File: src/rtl/branch_issue_arbiter_pkg.sv
// branch_issue_arbiter_pkg: shared branch op type, arbiter state, error bits and op-validity helper
package branch_issue_arbiter_pkg;

    typedef enum logic [3:0] {
        BRA_NOP      = 4'd0,
        BRA_PC_ADD_4 = 4'd1,
        BRA_JUMP     = 4'd2,
        BRA_JALR     = 4'd3,
        BRA_BEQ      = 4'd4,
        BRA_BNE      = 4'd5,
        BRA_BLT      = 4'd6,
        BRA_BGE      = 4'd7,
        BRA_BLTU     = 4'd8,
        BRA_BGEU     = 4'd9
    } branch_op_t;

    typedef enum logic [1:0] {
        IDLE  = 2'd0,
        ISSUE = 2'd1,
        WAIT  = 2'd2
    } arb_state_t;

    typedef struct packed {
        logic [4:0]  warp;
        branch_op_t  op;
        logic [31:0] imm;
        logic [31:0] pred;
    } bra_req_t;

    localparam logic [31:0] KIANA_SP_ERR_BRANCH_UNIT_INVALID_OP = 32'h0000_0100;
    localparam logic [31:0] KIANA_SP_ERR_BRANCH_ARB_MISMATCH    = 32'h0001_0000;
    localparam logic [31:0] KIANA_SP_ERR_BRANCH_ARB_TIMEOUT     = 32'h0002_0000;

    // NOP carries no work and PC+4 belongs on the fetch path; neither may reach the branch unit
    function automatic logic bra_is_invalid(input branch_op_t op);
        return (op == BRA_NOP) || (op == BRA_PC_ADD_4);
    endfunction

endpackage

File: src/rtl/branch_issue_arbiter_rr.sv
// rr_arbiter: combinational round-robin pick of the first request at or after ptr_i
// Ports: req_i request vector, ptr_i highest-priority index, grant_o one-hot grant,
//        idx_o granted index, any_o some request granted
module rr_arbiter #(
    parameter int N = 4
) (
    input  logic [N-1:0]         req_i,
    input  logic [$clog2(N)-1:0] ptr_i,
    output logic [N-1:0]         grant_o,
    output logic [$clog2(N)-1:0] idx_o,
    output logic                 any_o
);
    localparam int W = $clog2(N);

    // Scan farthest-to-nearest so the request closest to ptr_i is the one left standing
    always_comb begin
        idx_o = '0;
        any_o = 1'b0;
        for (int k = N - 1; k >= 0; k--) begin
            if (req_i[(int'(ptr_i) + k) % N]) begin
                idx_o = W'((int'(ptr_i) + k) % N);
                any_o = 1'b1;
            end
        end
        grant_o = any_o ? ({{(N-1){1'b0}}, 1'b1} << idx_o) : '0;
    end

endmodule

File: src/rtl/branch_issue_arbiter.sv
// branch_issue_arbiter: round-robin share of the branch unit execute port among NUM_REQ issuers
// Ports: clk/rst_n clock and async active-low reset; req_* per-requester valid/ready op ports;
//        m_tvalid_exe/m_tready_exe + latched op fields towards the branch unit;
//        done_valid/done_warp_id completion from the branch unit; warp_busy in-flight bitmap;
//        grant_id requester of the in-flight op; err sticky error bits
module branch_issue_arbiter
    import branch_issue_arbiter_pkg::*;
#(
    parameter int NUM_REQ        = 4,
    parameter int TIMEOUT_CYCLES = 1024
) (
    input  logic                               clk,
    input  logic                               rst_n,
    input  logic [NUM_REQ-1:0]                 req_valid,
    output logic [NUM_REQ-1:0]                 req_ready,
    input  logic [NUM_REQ-1:0][4:0]            req_warp_id,
    input  branch_op_t [NUM_REQ-1:0]           req_branch_op,
    input  logic [NUM_REQ-1:0][31:0]           req_address_imm,
    input  logic [NUM_REQ-1:0][31:0]           req_pred,
    output logic                               m_tvalid_exe,
    input  logic                               m_tready_exe,
    output logic [4:0]                         warp_id_exe,
    output branch_op_t                         branch_op,
    output logic [31:0]                        address_imm,
    output logic [31:0]                        pred,
    input  logic                               done_valid,
    input  logic [4:0]                         done_warp_id,
    output logic [31:0]                        warp_busy,
    output logic [$clog2(NUM_REQ)-1:0]         grant_id,
    output logic [31:0]                        err
);
    localparam int IW = $clog2(NUM_REQ);
    localparam int CW = $clog2(TIMEOUT_CYCLES);

    arb_state_t   state_q, state_d;
    logic [IW-1:0] last_q, last_d, grant_q, grant_d, ptr, win_idx;
    logic [31:0]  busy_q, busy_d, err_q, err_d;
    logic [CW-1:0] cnt_q, cnt_d;
    bra_req_t     op_q, op_d;
    logic [NUM_REQ-1:0] elig, win_grant;
    logic         win_any;

    always_comb begin
        elig = '0;
        for (int i = 0; i < NUM_REQ; i++) elig[i] = req_valid[i] & ~busy_q[req_warp_id[i]];
    end

    assign ptr = (last_q == IW'(NUM_REQ - 1)) ? '0 : last_q + IW'(1);

    rr_arbiter #(.N(NUM_REQ)) u_rr (
        .req_i  (elig),
        .ptr_i  (ptr),
        .grant_o(win_grant),
        .idx_o  (win_idx),
        .any_o  (win_any)
    );

    always_ff @(posedge clk or negedge rst_n) begin
        if (!rst_n) begin
            state_q <= IDLE;
            last_q  <= IW'(NUM_REQ - 1);
            grant_q <= '0;
            busy_q  <= '0;
            err_q   <= '0;
            cnt_q   <= '0;
            op_q    <= '{warp: 5'd0, op: BRA_NOP, imm: 32'd0, pred: 32'd0};
        end else begin
            state_q <= state_d;
            last_q  <= last_d;
            grant_q <= grant_d;
            busy_q  <= busy_d;
            err_q   <= err_d;
            cnt_q   <= cnt_d;
            op_q    <= op_d;
        end
    end

    always_comb begin
        state_d = state_q;
        last_d  = last_q;
        grant_d = grant_q;
        busy_d  = busy_q;
        err_d   = err_q;
        cnt_d   = cnt_q;
        op_d    = op_q;
        case (state_q)
            IDLE: if (win_any) begin
                last_d = win_idx;
                // invalid ops are consumed so the requester never stalls, but go nowhere
                if (bra_is_invalid(req_branch_op[win_idx])) err_d = err_q | KIANA_SP_ERR_BRANCH_UNIT_INVALID_OP;
                else begin
                    grant_d = win_idx;
                    op_d = '{warp: req_warp_id[win_idx], op: req_branch_op[win_idx],
                             imm: req_address_imm[win_idx], pred: req_pred[win_idx]};
                    busy_d[req_warp_id[win_idx]] = 1'b1;
                    state_d = ISSUE;
                end
            end
            ISSUE: if (m_tready_exe) begin
                cnt_d   = '0;
                state_d = WAIT;
            end
            WAIT: begin
                cnt_d = cnt_q + CW'(1);
                if (done_valid && done_warp_id == op_q.warp) begin
                    busy_d[op_q.warp] = 1'b0;
                    state_d = IDLE;
                end else begin
                    if (done_valid) err_d = err_d | KIANA_SP_ERR_BRANCH_ARB_MISMATCH;
                    if (cnt_q == CW'(TIMEOUT_CYCLES - 1)) begin
                        err_d = err_d | KIANA_SP_ERR_BRANCH_ARB_TIMEOUT;
                        busy_d[op_q.warp] = 1'b0;
                        state_d = IDLE;
                    end
                end
            end
            default: state_d = IDLE;
        endcase
    end

    always_comb begin
        req_ready    = (state_q == IDLE) ? win_grant : '0;
        m_tvalid_exe = (state_q == ISSUE);
        warp_id_exe  = op_q.warp;
        branch_op    = op_q.op;
        address_imm  = op_q.imm;
        pred         = op_q.pred;
        warp_busy    = busy_q;
        grant_id     = grant_q;
        err          = err_q;
    end

endmodule

File: config.mk
export PLATFORM = sky130hd
export DESIGN_NAME = branch_issue_arbiter
export DESIGN_NICKNAME = d
export VERILOG_FILES = /design/src/rtl/branch_issue_arbiter_pkg.sv /design/src/rtl/branch_issue_arbiter_rr.sv /design/src/rtl/branch_issue_arbiter.sv
export SDC_FILE = /design/constraint.sdc
export NUM_CORES = 1
export LEC_CHECK = 0
export CORE_AREA = 2 2 175 177
export DETAILED_ROUTE_END_ITERATION = 7
export DIE_AREA = 0 0 177 179
export HOLD_SLACK_MARGIN = 0.05
export PLACE_DENSITY = 0.76
export RECOVER_POWER = 100
export SYNTH_ARGS = -nofsm -noshare
export SYNTH_HDL_FRONTEND = slang
export SYNTH_SLANG_ARGS = --single-unit
File: constraint.sdc
create_clock -name clk -period 6.1 [get_ports clk]
set_input_delay 1.22 -clock clk [delete_from_list [all_inputs] [get_ports clk]]
set_output_delay 1.22 -clock clk [all_outputs]
set_load 0.02 [all_outputs]
==> parameters.txt, run 1 <==
Parameter                              Value

Run status
  Outcome    finished, violations left
  Violations in the final reports    max-capacitance violations, max-slew violations

Drt
  First-pass detailed-route iteration total    5
  Initial DRC count    553
  Via count of the routed design    8944
  ANT nets after route    0
  DR WL/cell    19.26 um
  Vias per cell    5.149
  Remaining design rule violation count    0
  Aggregate routed wire length    33.45 mm

Synth
  Async S/R FF share, synth    100.0%
  Proportion of synthesized chip area in sequential cells    33.79%
  Yosys Warn Count    0
  Flip-flop cell with the highest count after synthesis    sky130_fd_sc_hd__dfrtp_1
  Mapped cell area    9191 sq um
  Count of flip-flops with a built-in enable after synthesis    0
  Post-Syn Area per Cell    9.809 sq um
  Post-synthesis instance total    937
  Distinct cells, synth    52
  Register bit count reported by yosys    124

Power and ir drop
  Power, Total    6.575 mW
  Pleak    5.883 nW
  Maximum resistive drop on vdd    0.3272 mV
  Power density normalized to cell area    470.4 nW/um^2

Clock network
  Clock latency of the later-clocked register in the worst-skew pair    0.42 ns
  CTS clock-pin slew for the worst setup and hold paths    0.06 ns
  Max Root-Sink Buffers    2
  H-tree depth reported by CTS    4
  CTS-repair resized insts    0
  Post-CTS Setup Bufs    0
  Number of hold buffers added after CTS    0
  Cts bufs inserted    17
  Total clock sinks    124
  TritonCTS clock tree    built
  Root buffer cell    sky130_fd_sc_hd__clkbuf_16

Floorplan
  Placeable core area    30030 sq um
  Ports placed on the boundary    449
  Horizontal die dimension    177 um
  Starting utilization of the core area    30.61%
  Number of rows created at floorplan    64
  Die Ht    179 um
  Die footprint    31680 sq um

Critical path
  Crit path launch type    input port
  Setup CP Type    in2out
  WP data arrival    4.61 ns
  CP endpoint kind    primary output
  Max FO, Critical Path    17
  Critical path data required time    4.88 ns

Run
  Number of violations of the max-capacitance limit    1

Layout
  Footprint of the multi-input gates    5428 sq um
  Relative area change from synthesis to final layout    52.07%
  Net count of the finished layout    1634
  Layout cells sized above 1    10.45%
  Count of fill cells added during filler insertion    2863
  Final Util    46.55%
  Sequential cell area    3105 sq um
  Final Instance Area    13980 sq um

Timing
  Slew at the pin closest to its max-slew limit    3.736 ns
  Max-slew violation total from the final report    68
  Final number of hold-violating endpoints    0
  Worst clock skew    0.01213 ns
  Setup violation total in the final timing report    0
  Maximum clock rate    0.1716 GHz
  Post-Route Setup TNS    0 ns
  Relative max-transition margin    -149.0%
  Final worst path period share    95.53%
  Final Critical Period    5.827 ns
  Unrepaired setup endpoints after global routing    false

Global routing
  Via count of the first global-routing pass    8815
  First-pass GRT wire length    49.78 mm
  Number of antenna violations at the first check in global routing    1
  Met1 routing resource usage after global routing    25.13%
  Global-route usage over all layers    20.37%
  Most utilized layer in the global route result    met2
  Global Route met3 Usage    4.750%
  Routing usage on met2    34.52%
  Total congestion overflow after global routing    0
  Pin count of the biggest net entering global routing    86

Place
  Instance area at placement    13620 sq um
  Total of buffers placed on input and output ports    419
  Placer's final routability congestion estimate    0.9049
  Detail Placement HPWL    25.69 mm

Worst hold path
  Min-delay worst type    reg2reg
Yosys cell counts (26+ instances only):
library cell / number / area [sq um]
sky130_fd_sc_hd__nand3_1: 27 / 135.1
sky130_fd_sc_hd__dfrtp_1: 122 / 3053
sky130_fd_sc_hd__nand2_1: 44 / 165.2
sky130_fd_sc_hd__mux2_2: 85 / 957.2
sky130_fd_sc_hd__buf_2: 26 / 130.1
sky130_fd_sc_hd__buf_4: 33 / 247.7
sky130_fd_sc_hd__nor2_1: 77 / 289.0
sky130_fd_sc_hd__o21ai_0: 58 / 290.3
sky130_fd_sc_hd__a21oi_1: 79 / 395.4
sky130_fd_sc_hd__mux2_4: 50 / 750.7
sky130_fd_sc_hd__mux2i_1: 142 / 1421
path summary, 6_finish.rpt:
check	to	slack, ns	depth (start not counted)	start
setup / recovery	req_ready[0]	0.27	10	req_warp_id[1]
hold / removal	err[17]	0.47	1	err[17]
setup reg to reg	pred[18]	1.44	12	warp_busy[2]
hold reg to reg	err[17]	0.47	1	err[17]
max in group asynchronous	pred[15]	1.08	2	rst_n
min in group asynchronous	address_imm[28]	2.07	1	rst_n
through the flow:
step | setup slack [ns] | instances | hold slack (ns)
2_1_floorplan | 0.4839 | 965 | 0.4501
3_3_place_gp | 0.4040 | 1704 | 0.4535
3_5_place_dp | 0.3681 | 1704 | 0.4662
4_1_cts | 0.3563 | 1736 | 0.4807
5_1_grt | 0.1092 | 1737 | 0.5037
6_report | 0.2725 | 1737 | 0.4744
layout make-up:
cell class,instances,share of cell area [%]
clock inverters,15,1.074
diodes,1,0.01790
repair buffers,434,31.00
clock buffers,17,3.044
inverters,10,0.2686
well taps,396,3.545
flip-flops and latches,124,22.22
multi-input cells,740,38.83
layout by cell type (no fill, tap or decap), types with 29 or more instances in the layout:
cell type,count
sky130_fd_sc_hd__a21oi_1,79
sky130_fd_sc_hd__mux2_2,85
sky130_fd_sc_hd__dfrtp_1,122
sky130_fd_sc_hd__mux2_1,49
sky130_fd_sc_hd__dlygate4sd3_1,116
sky130_fd_sc_hd__conb_1,29
sky130_fd_sc_hd__clkdlybuf4s50_1,302
sky130_fd_sc_hd__mux2i_1,142
sky130_fd_sc_hd__nand2_1,44
sky130_fd_sc_hd__nor2_1,77
sky130_fd_sc_hd__o21ai_0,65
routing by layer:
layer  vias to the layer above  wire [um]
met5                         -          0
met2                       418      16450
met4                         0        809
met1                      4311      13590
li1                       4163          -
met3                        52       2606
critical path: stages:
cell and delay [ns]:
sky130_fd_sc_hd__clkdlybuf4s50_1 0.51, sky130_fd_sc_hd__buf_12 0.18, sky130_fd_sc_hd__mux2i_1 0.19, sky130_fd_sc_hd__a22oi_1 0.10, sky130_fd_sc_hd__and3_1 0.21, sky130_fd_sc_hd__or4b_1 0.65
sky130_fd_sc_hd__o32a_4 0.40, sky130_fd_sc_hd__and3_1 0.25, sky130_fd_sc_hd__nor3b_1 0.18, sky130_fd_sc_hd__dlygate4sd3_1 0.71
flip-flops by register name, summed over array words and instances, names as in the netlist:
register     count
branch_op        4
err              3
grant_id         2
warp_busy       32
cnt_q           10
warp_id_exe      5
address_imm     32
state_q          2
pred            32
last_q           2
where the power goes:
part           total (mW)  switching (mW)  internal (mW)
clock network       0.969           0.428          0.541
logic                3.89            2.11           1.78
registers            1.72           0.500           1.22
total                6.58            3.04           3.54
kinds of logic (layout without fill, tap and decap cells):
group | Yosys count | in the layout | share of synthesized area [%]
adder cells (fa/ha/maj) | 2 | 2 | 0.2722
multiplexers | 277 | 277 | 34.05
buffers and inverters | 101 | 476 | 6.398
AO/OA/AOI/OAI | 211 | 211 | 13.59
flip-flops | 124 | 124 | 33.79
other | 1 | 30 | 0.04080
XOR/XNOR | 7 | 7 | 0.6670
AND/OR/NAND/NOR | 214 | 214 | 11.20
Note: power is estimated with default switching activity, not from simulation.
==> inputs of run 2 (changes only) <==
--- a/config.mk
+++ b/config.mk
@@ -12,4 +12,5 @@
 export PLACE_DENSITY = 0.76
 export RECOVER_POWER = 100
+export SETUP_SLACK_MARGIN = 0.5
 export SYNTH_ARGS = -nofsm -noshare
 export SYNTH_HDL_FRONTEND = slang
==> constraint.sdc (replaced) <==
create_clock -name clk -period 6.1 [get_ports clk]
set_input_delay 1.22 -clock clk [delete_from_list [all_inputs] [get_ports clk]]
set_output_delay 1.22 -clock clk [all_outputs]
set_load 0.1 [all_outputs]
==> run 2 against run 1 <==
The flow still finishes with violations (max-capacitance violations, max-slew violations). Via count down 2.0%. Total power up 39%. Sequential share of layout area down 0.29 points. Setup slack better by 0.14 ns. Global-route usage up 0.19 points. First-iteration DRC count down 5.1%. Cell count up 0.40%. Largest power group unchanged.
==> parameters.txt, run 2 (synthesized netlist as in run 1, its figures left out) <==
Parameter                              Value

Global routing
  Pin count of the biggest net entering global routing    72
  Global-route usage over all layers    20.57%
  Number of antenna violations at the first check in global routing    0
  Total congestion overflow after global routing    0
  First-pass GRT wire length    50.09 mm
  Via count of the first global-routing pass    8652

Layout
  Net count of the finished layout    1642
  Commonest non-fill, non-tap cell in the layout    sky130_fd_sc_hd__clkdlybuf4s50_1
  Non-filler instance count after layout    1744
  Commonest cells after routing, fill and taps aside    299 x sky130_fd_sc_hd__clkdlybuf4s50_1, 142 x sky130_fd_sc_hd__mux2i_1, 122 x sky130_fd_sc_hd__dfrtp_1
  Number of antenna cells inserted    0
  Layout cells sized above 1    11.35%
  Final Util    47.17%
  Relative area change from synthesis to final layout    54.11%

Drt
  Via count of the routed design    8767
  Vias per cell    5.027
  DR WL/cell    19.30 um
  ANT nets after route    0
  Aggregate routed wire length    33.66 mm
  Initial DRC count    525
  Remaining design rule violation count    0
  First-pass detailed-route iteration total    5

Run status
  Outcome    finished, violations left
  Violations in the final reports    max-capacitance violations, max-slew violations

Clock network
  Max Root-Sink Buffers    2
  Clock latency of the later-clocked register in the worst-skew pair    0.42 ns
  Cts bufs inserted    17
  TritonCTS clock tree    built
  Number of hold buffers added after CTS    0
  CTS clock-pin slew for the worst setup and hold paths    0.07 ns
  Root buffer cell    sky130_fd_sc_hd__clkbuf_16
  H-tree depth reported by CTS    4
  Total clock sinks    124

Critical path
  Crit path launch type    input port
  Setup CP Type    in2reg
  Reg-to-reg critical path startpoint    warp_busy[15]
  Reg-to-Reg End    warp_busy[7]
  Critical path data required time    6.42 ns
  Worst Path Buf+Inv    3
  Worst-case register-to-register setup slack    1.56 ns
  Peak per-stage delay on the critical path    0.71 ns
  CP endpoint kind    flop
  CP delay by family, top    simple AND/OR/NAND/NOR gates
  Worst r2r path cells    11
  WP data arrival    6.01 ns
  Max FO, Critical Path    65
  Cell seen most often among critical-path stages    sky130_fd_sc_hd__mux2i_1
  Slowest CP cell    sky130_fd_sc_hd__or4_1
  Crit-path cells    dlygate4sd3_1 -> buf_4 -> mux2i_1 -> a22oi_1 -> a31oi_1 -> or4b_1 -> o32a_1 -> nand3_4 -> buf_12 -> mux2i_1 -> mux2_1 -> or4_1 -> o21ai_0

Place
  Detail Placement HPWL    25.61 mm
  Placer's final routability congestion estimate    0.9623
  Total of buffers placed on input and output ports    419
  Placed cells    1712

Power and ir drop
  Power density normalized to cell area    644.8 nW/um^2
  Gate power share    69.4%
  Maximum resistive drop on vdd    0.4853 mV
  Internal Pwr Total    3.689 mW
  Relative contribution of sequential cells to total power    18.9%
  Power, Total    9.134 mW
  Clock power frac    11.7%
  Switch Pwr    5.444 mW
  Pleak    5.969 nW
  Sw Ratio    59.61%

Floorplan
  Horizontal die dimension    177 um
  Die footprint    31680 sq um
  Ports placed on the boundary    449
  Number of rows created at floorplan    64
  Placeable core area    30030 sq um
  Die Ht    179 um
  Starting utilization of the core area    30.61%

Worst hold path
  Min-Delay Endpoint    err[16]
  Hold path startpoint    err[16]
  Min-delay worst type    reg2reg
  Cell count of the worst hold path    1

Timing
  Slew at the pin closest to its max-slew limit    3.354 ns
  Final number of hold-violating endpoints    0
  Unrepaired setup endpoints after global routing    false
  Setup violation total in the final timing report    0
  Final Critical Period    5.692 ns
  Final worst path period share    93.32%
  Worst clock skew    0.01373 ns
  Post-Route Setup TNS    0 ns
  Max-slew violation total from the final report    127
  Relative max-transition margin    -123.6%
  Maximum clock rate    0.1757 GHz

Run
  Number of violations of the max-capacitance limit    2
-- run 2: cell count changes in the layout (fill, tap and decap cells not counted), sizes merged, moves of 2 or more --
cell	before	now
buf	13	17
bufinv	0	2
clkinv	4	2
dlygate4sd3	116	114
clkdlybuf4s50	302	299
clkbuf	20	28
-- run 2: worst reg2reg max path, delay by kind of cell (launching register included) --
kind / cells / cell delay, ns
compound gates: 4 / 1.08
mux: 3 / 0.94
simple gates: 3 / 1.56
buf+inv: 1 / 0.35
flops: 1 / 0.50
-- run 2: how the worst max path moves through the flow --
stage	start	end	slack (ns)	cells past startpoint
after floorplan	req_warp_id[1]	req_ready[0]	0.29	12
after global placement	req_warp_id[7]	pred[18]	0.44	13
after detailed placement	req_warp_id[7]	pred[28]	0.30	13
after CTS	req_warp_id[7]	req_ready[1]	0.52	11
after global routing	req_warp_id[1]	warp_busy[31]	0.27	13
final	req_warp_id[1]	warp_busy[7]	0.41	13
-- run 2: through the flow --
step	hold slack, ns	instance area (sq um)	setup slack [ns]
after floorplan	0.4501	9341	0.2876
after global placement	0.4530	13760	0.4389
after detailed placement	0.4578	13760	0.3046
after CTS	0.4726	14390	0.5214
after global routing	0.4783	14160	0.2666
final	0.4697	14160	0.4078
-- run 2: layout make-up --
type	count	area, sq um
Sequential cell	124	3105
Fill cell	2800	15860
Multi-Input combinational cell	740	5498
Tap cell	396	495.5
Clock inverter	15	198.9
Timing Repair Buffer	442	4404
Clock buffer	17	425.4
Inverter	10	37.54
-- run 2: what timing repair did --
item	in CTS	in global routing
gates resized for setup	0	2
setup endpoints to repair	0	2
hold endpoints to repair	0	0
buffers inserted	0	0
-- run 2: routing by layer --
metal  global-route usage [%]  share of wire, %  vias up
li1                         -                 -     4182
met1                    25.50                40     4137
met2                    35.68                50      405
met3                    4.983               7.8       43
met4                    5.303               1.8        0
met5                        0                 0        -
-- run 2: power by group through the flow --
stage	sequential (mW)	clock (mW)	combinational, mW
CTS	1.73	1.10	6.81
global placement	1.74	0	6.71
floorplan	4.08	0	2.66
global route	1.77	1.14	6.66
detailed placement	1.72	0	6.80
finish	1.73	1.07	6.34
